$ cat config.mk
export PLATFORM = sky130hd
export DESIGN_NAME = branch_predict_resolve
export DESIGN_NICKNAME = d
export VERILOG_FILES = /design/src/rtl/branch_predict_resolve_pkg.sv /design/src/rtl/branch_predict_resolve_cmp.sv /design/src/rtl/branch_predict_resolve.sv
export SDC_FILE = /design/constraint.sdc
export NUM_CORES = 2
export LEC_CHECK = 0
export ABC_AREA = 1
export CORE_UTILIZATION = 45
export CTS_CLUSTER_DIAMETER = 30
export CTS_CLUSTER_SIZE = 10
export DETAILED_ROUTE_END_ITERATION = 8
export HOLD_SLACK_MARGIN = 0.15
export PLACE_DENSITY = 0.72
export SLEW_MARGIN = 10
export SYNTH_ARGS = -nofsm -noshare
export SYNTH_HDL_FRONTEND = slang
export SYNTH_SLANG_ARGS = --single-unit
$ cat constraint.sdc
create_clock -name CPU_CLK -period 3.5 [get_ports CPU_CLK]
set_clock_uncertainty 0.1 [all_clocks]
set_input_delay 0.35 -clock CPU_CLK [delete_from_list [all_inputs] [get_ports CPU_CLK]]
set_output_delay 0.35 -clock CPU_CLK [all_outputs]
set_load 0.02 [all_outputs]
$ cat src/rtl/branch_predict_resolve_pkg.sv
`default_nettype none
// ============================================================================
// Module      : branch_predict_resolve_pkg
// Description : Shared definitions for the branch predictor / resolver.
//               Holds the branch-type codes, the 2-bit counter states, the
//               PC index offset and two small helpers. The helpers test for a
//               conditional branch and step a saturating counter.
// Revision    : 1.0  initial release
// ============================================================================
package branch_predict_resolve_pkg;

   // Branch-type encodings shared with the decoder. Code 7 is undefined.
   localparam logic [2:0] BR_NOBRANCH = 3'd0;
   localparam logic [2:0] BR_BEQ      = 3'd1;
   localparam logic [2:0] BR_BNE      = 3'd2;
   localparam logic [2:0] BR_BLT      = 3'd3;
   localparam logic [2:0] BR_BLTU     = 3'd4;
   localparam logic [2:0] BR_BGE      = 3'd5;
   localparam logic [2:0] BR_BGEU     = 3'd6;

   // 2-bit saturating counter states. The MSB is the taken prediction.
   localparam logic [1:0] CTR_SNT = 2'b00;
   localparam logic [1:0] CTR_WNT = 2'b01;
   localparam logic [1:0] CTR_WT  = 2'b10;
   localparam logic [1:0] CTR_ST  = 2'b11;

   // Instructions are word aligned, so the table index starts at PC bit 2.
   localparam int IDX_LSB = 2;

   function automatic logic is_cond_branch(input logic [2:0] br_type);
      return (br_type >= BR_BEQ) && (br_type <= BR_BGEU);
   endfunction

   function automatic logic [1:0] ctr_next(input logic [1:0] ctr, input logic taken);
      logic [1:0] nxt;
      nxt = ctr;
      if (taken && (ctr != CTR_ST))
         nxt = ctr + 2'd1;
      else if (!taken && (ctr != CTR_SNT))
         nxt = ctr - 2'd1;
      return nxt;
   endfunction

endpackage : branch_predict_resolve_pkg
`default_nettype wire

$ cat src/rtl/branch_predict_resolve_cmp.sv
`default_nettype none
// ============================================================================
// Module      : branch_cmp
// Description : Combinational RV32I branch comparator. Covers BEQ, BNE,
//               BLT, BGE, BLTU and BGEU. NOBRANCH and undefined codes give
//               not-taken.
// Ports       : i_br_type  branch-type code
//               i_op1      rs1 value
//               i_op2      rs2 value
//               o_taken    compare outcome
// Revision    : 1.0  initial release
// ============================================================================
module branch_cmp
   import branch_predict_resolve_pkg::*;
#(
   parameter int XLEN = 32
) (
   input  logic [2:0]      i_br_type,
   input  logic [XLEN-1:0] i_op1,
   input  logic [XLEN-1:0] i_op2,
   output logic            o_taken
);

   logic w_eq;
   logic w_lt_s;
   logic w_lt_u;

   assign w_eq   = (i_op1 == i_op2);
   assign w_lt_s = ($signed(i_op1) < $signed(i_op2));
   assign w_lt_u = (i_op1 < i_op2);

   always_comb begin
      o_taken = 1'b0;
      case (i_br_type)
         BR_BEQ:  o_taken = w_eq;
         BR_BNE:  o_taken = !w_eq;
         BR_BLT:  o_taken = w_lt_s;
         BR_BGE:  o_taken = !w_lt_s;
         BR_BLTU: o_taken = w_lt_u;
         BR_BGEU: o_taken = !w_lt_u;
         default: o_taken = 1'b0;
      endcase
   end

endmodule : branch_cmp
`default_nettype wire

$ cat src/rtl/branch_predict_resolve.sv
`default_nettype none
// ============================================================================
// Module      : branch_predict_resolve
// Description : Combined branch predictor and resolver for the RV32I pipeline.
//               The IF stage reads a direct-mapped table of 2-bit counters
//               with a tag and target in each entry. The EX stage resolves the
//               branch, flags a misprediction, supplies the corrected PC and
//               trains the table. Branch and mispredict counters wrap around.
// Ports       : CPU_CLK, CPU_RST_N             clock, sync active-low reset
//               PCF -> PredTakenF, PredTargetF  fetch-stage prediction
//               ValidE, BranchTypeE, Operand1/2, PCE, BrTargetE,
//               PredTakenE, PredTargetE         EX-stage resolve inputs
//               BranchE, MispredictE, CorrectPCE resolve outputs
//               BranchCnt, MispredCnt           performance counters
// Revision    : 1.0  initial release
// ============================================================================
module branch_predict_resolve
   import branch_predict_resolve_pkg::*;
#(
   parameter int XLEN     = 32,
   parameter int ENTRIES  = 64,
   parameter int TAG_BITS = 8,
   parameter int CNT_W    = 32
) (
   input  logic             CPU_CLK,
   input  logic             CPU_RST_N,
   input  logic [XLEN-1:0]  PCF,
   output logic             PredTakenF,
   output logic [XLEN-1:0]  PredTargetF,
   input  logic             ValidE,
   input  logic [2:0]       BranchTypeE,
   input  logic [XLEN-1:0]  Operand1,
   input  logic [XLEN-1:0]  Operand2,
   input  logic [XLEN-1:0]  PCE,
   input  logic [XLEN-1:0]  BrTargetE,
   input  logic             PredTakenE,
   input  logic [XLEN-1:0]  PredTargetE,
   output logic             BranchE,
   output logic             MispredictE,
   output logic [XLEN-1:0]  CorrectPCE,
   output logic [CNT_W-1:0] BranchCnt,
   output logic [CNT_W-1:0] MispredCnt
);

   localparam int IDX_W   = $clog2(ENTRIES);
   localparam int TAG_LSB = IDX_LSB + IDX_W;
   localparam int TAG_MSB = TAG_LSB + TAG_BITS - 1;

   localparam logic [XLEN-1:0] c_pc_step = XLEN'(4);

   // ---------------------------------------------------------------- table
   logic                r_valid  [ENTRIES];
   logic [TAG_BITS-1:0] r_tag    [ENTRIES];
   logic [XLEN-1:0]     r_target [ENTRIES];
   logic [1:0]          r_ctr    [ENTRIES];
   logic [CNT_W-1:0]    r_branch_cnt;
   logic [CNT_W-1:0]    r_mispred_cnt;

   // ---------------------------------------------------------------- predict
   logic [IDX_W-1:0]    w_f_idx;
   logic [TAG_BITS-1:0] w_f_tag;
   logic                w_f_hit;
   logic                w_f_unused;

   assign w_f_idx = PCF[TAG_LSB-1:IDX_LSB];
   assign w_f_tag = PCF[TAG_MSB:TAG_LSB];
   assign w_f_hit = r_valid[w_f_idx] && (r_tag[w_f_idx] == w_f_tag);

   // Byte offset and bits above the tag do not take part in the lookup.
   assign w_f_unused = &{PCF[XLEN-1:TAG_MSB+1], PCF[IDX_LSB-1:0]};

   assign PredTakenF  = w_f_hit && r_ctr[w_f_idx][1];
   assign PredTargetF = PredTakenF ? r_target[w_f_idx] : '0;

   // ---------------------------------------------------------------- resolve
   logic                w_cmp_taken;
   logic                w_is_cond;
   logic                w_resolve;
   logic                w_update;
   logic [IDX_W-1:0]    w_e_idx;
   logic [TAG_BITS-1:0] w_e_tag;
   logic                w_e_hit;
   logic                w_e_unused;

   branch_cmp #(
      .XLEN (XLEN)
   ) u_branch_cmp (
      .i_br_type (BranchTypeE),
      .i_op1     (Operand1),
      .i_op2     (Operand2),
      .o_taken   (w_cmp_taken)
   );

   assign w_is_cond = is_cond_branch(BranchTypeE);
   assign w_resolve = ValidE && (BranchTypeE != BR_NOBRANCH);
   assign w_update  = ValidE && w_is_cond;

   assign BranchE = ValidE && w_is_cond && w_cmp_taken;

   // A correct direction is still a mispredict if the cached target is stale.
   assign MispredictE = w_resolve &&
                        ((BranchE != PredTakenE) ||
                         (BranchE && PredTakenE && (PredTargetE != BrTargetE)));

   assign CorrectPCE = BranchE ? BrTargetE : (PCE + c_pc_step);

   assign w_e_idx = PCE[TAG_LSB-1:IDX_LSB];
   assign w_e_tag = PCE[TAG_MSB:TAG_LSB];
   assign w_e_hit = r_valid[w_e_idx] && (r_tag[w_e_idx] == w_e_tag);

   assign w_e_unused = &{PCE[XLEN-1:TAG_MSB+1], PCE[IDX_LSB-1:0]};

   // ---------------------------------------------------------------- update
   // The fetch read above uses the pre-edge contents, so a same-index write
   // becomes visible to fetch one cycle later. No bypass is needed.
   always_ff @(posedge CPU_CLK) begin
      if (!CPU_RST_N) begin
         for (int i = 0; i < ENTRIES; i++) begin
            r_valid[i]  <= 1'b0;
            r_tag[i]    <= '0;
            r_target[i] <= '0;
            r_ctr[i]    <= CTR_WNT;
         end
         r_branch_cnt  <= '0;
         r_mispred_cnt <= '0;
      end else if (w_update) begin
         if (w_e_hit) begin
            r_ctr[w_e_idx] <= ctr_next(r_ctr[w_e_idx], BranchE);
            if (BranchE)
               r_target[w_e_idx] <= BrTargetE;
         end else if (BranchE) begin
            // Allocate on a taken miss only. Cold not-taken branches fall
            // through correctly without spending an entry.
            r_valid[w_e_idx]  <= 1'b1;
            r_tag[w_e_idx]    <= w_e_tag;
            r_target[w_e_idx] <= BrTargetE;
            r_ctr[w_e_idx]    <= CTR_WT;
         end
         r_branch_cnt <= r_branch_cnt + CNT_W'(1);
         if (MispredictE)
            r_mispred_cnt <= r_mispred_cnt + CNT_W'(1);
      end
   end

   assign BranchCnt  = r_branch_cnt;
   assign MispredCnt = r_mispred_cnt;

endmodule : branch_predict_resolve
`default_nettype wire

# Word-level counts from Yosys, hierarchy flattened

Memory sizes are Yosys's and may differ from the RTL's.
Cells that the tools add are included.

$lt $le $gt $ge: 4
Bitwise operators: 2
Equal/unequal tests: 12
Add/sub/neg operators: 5
Reduce and logical (&&, ||, !) cells: 24
Muxes and demuxes: 36

Operator list:

| cell                    | number |
|---|---|
| $mux W32                | 4 |
| $add A32 B1 Y32 const B | 2 |
| $lt A32 B32 Y1          | 2 |
| $add A32 B3 Y32 const B | 1 |
| $eq A32 B32 Y1          | 1 |
| $ne A32 B32 Y1          | 1 |
| $reduce_or A32 Y1       | 1 |
| $mux W6                 | 4 |
| $mux W1                 | 19 |
| $eq A8 B8 Y1            | 2 |
| $mux W2                 | 7 |
| $logic_and A1 B1 Y1     | 12 |
| $eq A3 B3 Y1 const B    | 3 |
| $mux W8                 | 1 |
| $reduce_or A8 Y1        | 1 |
| $eq A3 B2 Y1 const B    | 2 |
| $pmux W1 S6             | 1 |
| $logic_not A1 Y1        | 4 |
| $eq A3 B1 Y1 const B    | 1 |
| $ge A3 B1 Y1 const B    | 1 |
| $le A3 B3 Y1 const B    | 1 |
| $reduce_bool A3 Y1      | 1 |
| $add A2 B1 Y2 const B   | 1 |
| $ne A2 B2 Y1 const B    | 1 |
| 8 further kinds         | 9 |

RAM bits: 2752
Memories kept: 4
Register bits after elaboration: 64
Word-level logic and storage cells: 89

Memory list:

| memory   | depth | width | rd ports | clocked after memory_dff | write ports | line                         | RTL |
|---|---|---|---|---|---|---|---|
| r_target | 64    | 32    | 1        | 0                        | 64          | branch_predict_resolve.sv:54 | `logic [XLEN-1:0] r_target [ENTRIES];` |
| r_tag    | 64    | 8     | 2        | 0                        | 64          | branch_predict_resolve.sv:53 | `logic [TAG_BITS-1:0] r_tag [ENTRIES];` |
| r_ctr    | 64    | 2     | 2        | 0                        | 64          | branch_predict_resolve.sv:55 | `logic [1:0] r_ctr [ENTRIES];` |
| r_valid  | 64    | 1     | 2        | 0                        | 64          | branch_predict_resolve.sv:52 | `logic r_valid [ENTRIES];` |

# Logic depth before layout (Yosys ltp)

Depth after elaboration: 13
Gate-level depth with buffers: 27
Depth with buffers taken out: 26

# Cells and area by module

From an unflattened synthesis, not the netlist that was laid out.

Cell total of the unflattened synthesis: 14210
Area total of the unflattened synthesis: 134144.9 sq um

By module, submodules not included:

| module                 | area an instance (sq um) | instances | cells each |
|---|---|---|---|
| branch_predict_resolve | 133184.0                 | 1         | 14043 |
| branch_cmp             | 960.9                    | 1         | 167 |

# Worst setup path before layout

OpenSTA, ideal clock, no wires.

Kind: input to register
From: input Operand2[31]
To: memory r_target[0][0], enable pin
Path slack: -0.221 ns
Arrival time: 3.144 ns
Stages on the path: 20
Path through: inv_1 ha_1 nand2_1 nor2_1 nand2_1 nor3b_1 nand2_1 nand2_1 o21ai_0 inv_1 nand2_1 nor2_1 nand3_1 nand2_1 buf_2 buf_2 nor2_1 inv_1 buf_1 nand2_1

RTL lines:

| item        | line                         | RTL |
|---|---|---|
| from (decl) | branch_predict_resolve.sv:33 | `input logic [XLEN-1:0] Operand2,` |
| to (decl)   | branch_predict_resolve.sv:54 |  |

==> run metrics <==
core footprint ~300000 µm²; Die Area about 300000 µm²; crit-path cells o21ai_2 -> o22ai_1 -> o21ai_1 -> o21ai_1 -> nand2_1 -> nand3_2 -> nand3_2 -> o21ai_0 -> nor2_1 -> nand3_4 -> buf_12 -> buf_6 -> nor3_2 -> buf_4; #FFs+latches synth 2816; GR Overflow Total 0; clock latency on the worst-skew pair 1.00 ns; Layout area overhead 29.29%; total track usage 32.18%; gate count of the mapped netlist around 14000; placed cell areas between 150000 and 200000 µm²; Setup TNS Final -13.76 ns; Post-Syn Area roughly 130000 µm²; Initial Util 45.34%; Pre-Repair DR Iteration Count 7; type of the worst min-delay path input pin to flop; # port buffers 311; number of buffers created by CTS 554; first-pass GRT wire length about 720000 µm; CTS tree built; Setup-failing EPs final 33; Top delay family on crit path simple AND/OR/NAND/NOR gates; Hold Vio Cnt, Final 0; Synth top area share between 50% and 60%; Critical Path End Type output pin; horizontal die dimension about 550 µm; Net Count, Synth 14630; IO Count 330; Peak Freq ~250 MHz; max cap viols 0; Post-synth EDFFs between 2000 and 3000; pin count of the biggest net entering global routing 110; final hold slack 0.1737 ns; RD Place Congestion about 0.99; top_reg_cell synth edfxtp_1; vias in the first global route around 110k; Total Power 101.6 mW; share of layout cells above drive strength 1 around 18%; DRC viols 0; Bufs and invs on worst path 3; library cell with the highest instance count after synthesis nor2_1; crit path time final 3.996 ns; starting DRC count in detailed routing between 15000 and 20000; Die Y 549.6 µm; kind of critical path flop to output pin; Avg WL per Cell 25.25 µm; post-layout net count roughly 16000; status finished with violations; top cells by count, synth nor2_1, nand2_1, edfxtp_1; leading area contributor after synthesis edfxtp_1; vias per inst between 5 and 6; Crit path required time roughly 3 ns; slowest CP cell edfxtp_1; Ys Warns 0; final setup margin -0.4958 ns; CTS Root Cell clkbuf_16; CTS Sinks around 2800; Synth cell types between 40 and 50; CP max FO 14; Clock Path Buffers 4; LEAKAGE about 70 nW; critical path startpoint category flop; Syn Area/Cell roughly 9.4 µm²; hpwl dp about 320000 µm; overall routed net length approximately 500000 µm; slew margin rel. 19.87%; failing checks negative setup slack; Max VDD drop slightly below 0.5 mV; crit-path max cell delay between 0.4 and 0.5 ns; Synth async-reset ratio 0%; CP arrival 3.55 ns; final instance area 174400 µm²; CTS H-tree lvls 6; Clock Pin Slew Worst Setup and Hold Paths about 0.040 ns; vias 119000; register area share after synthesis around 62%; FP Rows 200; pwr/cell area 582.5 nW/µm²; Slew Viols, Final 0; initial antenna violation count 23; Least-Margin Pin Slew 1.202 ns; RSZ-0062 raised after global routing yes; non-filler cells, final approximately 20000; DP Cell Count between 15000 and 20000; synth top area cells edfxtp_1, nor2_1, nand2_1; post-route ant nets 0; fin crit share 114.2%
flip-flops by register name, summed over array words and instances (netlist names):
| register | cells |
|---|---|
| r_tag | 512 |
| r_ctr | 128 |
| r_target | 2048 |
| r_valid | 64 |
| MispredCnt | 32 |
| BranchCnt | 32 |
power breakdown:
part | total, mW | switching [mW] | internal, mW
clock | 52.9 | 18.4 | 34.5
combinational | 9.69 | 6.56 | 3.13
sequential | 39.0 | 0.553 | 38.5
per-layer routing:
layer,global-route usage (%),share of wire (%)
met1,41.06,35
met2,48.82,44
met3,8.460,14
met4,20.20,7.1
met5,0,0.026
metrics by stage:
step	utilization (%)	worst slack (ns)
finish	58.63	-0.4958
global route	58.62	-0.5379
CTS	58.26	-0.4264
detailed placement	51.74	-1.016
global placement	51.74	-1.113
floorplan	-	-0.2215
final cells by class:
class	instances	area [µm²]
diodes	13	32.53
clock buffers	649	14460
clock inverters	359	4282
fillers	23350	123100
inverters	669	2582
multi-input cells	9635	45440
flip-flops and latches	2816	83280
well taps	3939	4928
repair buffers	1819	19420
what timing repair did:
action,CTS,global route
setup buffers,13,15
setup endpoints to repair,67,360
hold buffers,4,0
hold endpoints to repair,224,0
resized for setup,542,238
cloned,4,4
pin swaps,51,71
path summary, 6_finish.rpt:
kind                                    from         endpoint  cells after the start  slack [ns]
worst min register to register   r_valid[56]      r_valid[56]                      2        0.35
worst min-delay path                  PCE[3]     r_ctr[63][0]                      9        0.17
worst max register to register   r_tag[1][3]     r_ctr[33][0]                     23        0.11
worst max-delay path            r_tag[13][3]  PredTargetF[24]                     14       -0.50
cell usage in the layout (no fill, tap or decap), types with 47 or more instances in the layout:
cell             synthesis  routed
o21ai_0               1083    1036
a21oi_1                831     810
bufinv_16                0      65
nand2_2                 54      80
clkinv_2                 0     109
buf_12                   0     389
a221oi_1               264     264
o311ai_0               113     101
nand4_1                 48      48
inv_1                  662     595
nand3_1                320     268
clkinv_1                 0      67
o221ai_1               231     230
o22ai_1                 71      70
o21ai_1                  8      47
clkbuf_16                0     563
nand2_1               2864    2830
clkdlybuf4s50_1          0     178
nor2_1                3381    3369
edfxtp_1              2688    2688
a21oi_2                 60      76
dfxtp_1                128     126
clkbuf_1               858      79
buf_4                    3    1120
worst reg2reg max path: cells and delay by family (launching register included):
family / cells / cell delay [ns]
buffers and inverters: 5 / 0.71
AO/OA/AOI/OAI: 2 / 0.41
flip-flops: 1 / 0.40
AND/OR/NAND/NOR: 16 / 1.51
cells by family after synthesis:
kind of cell / count (synthesis) / share of synthesized area [%]
adders and majority gates: 38 / 0.3524
buffers and inverters: 1945 / 5.575
DFF: 2816 / 61.73
xor gates and xnor gates: 84 / 0.5453
and+or+nand+nor: 6771 / 19.48
AOI/OAI and AO/OA: 2742 / 12.32
(Power assumes the default switching activity.)
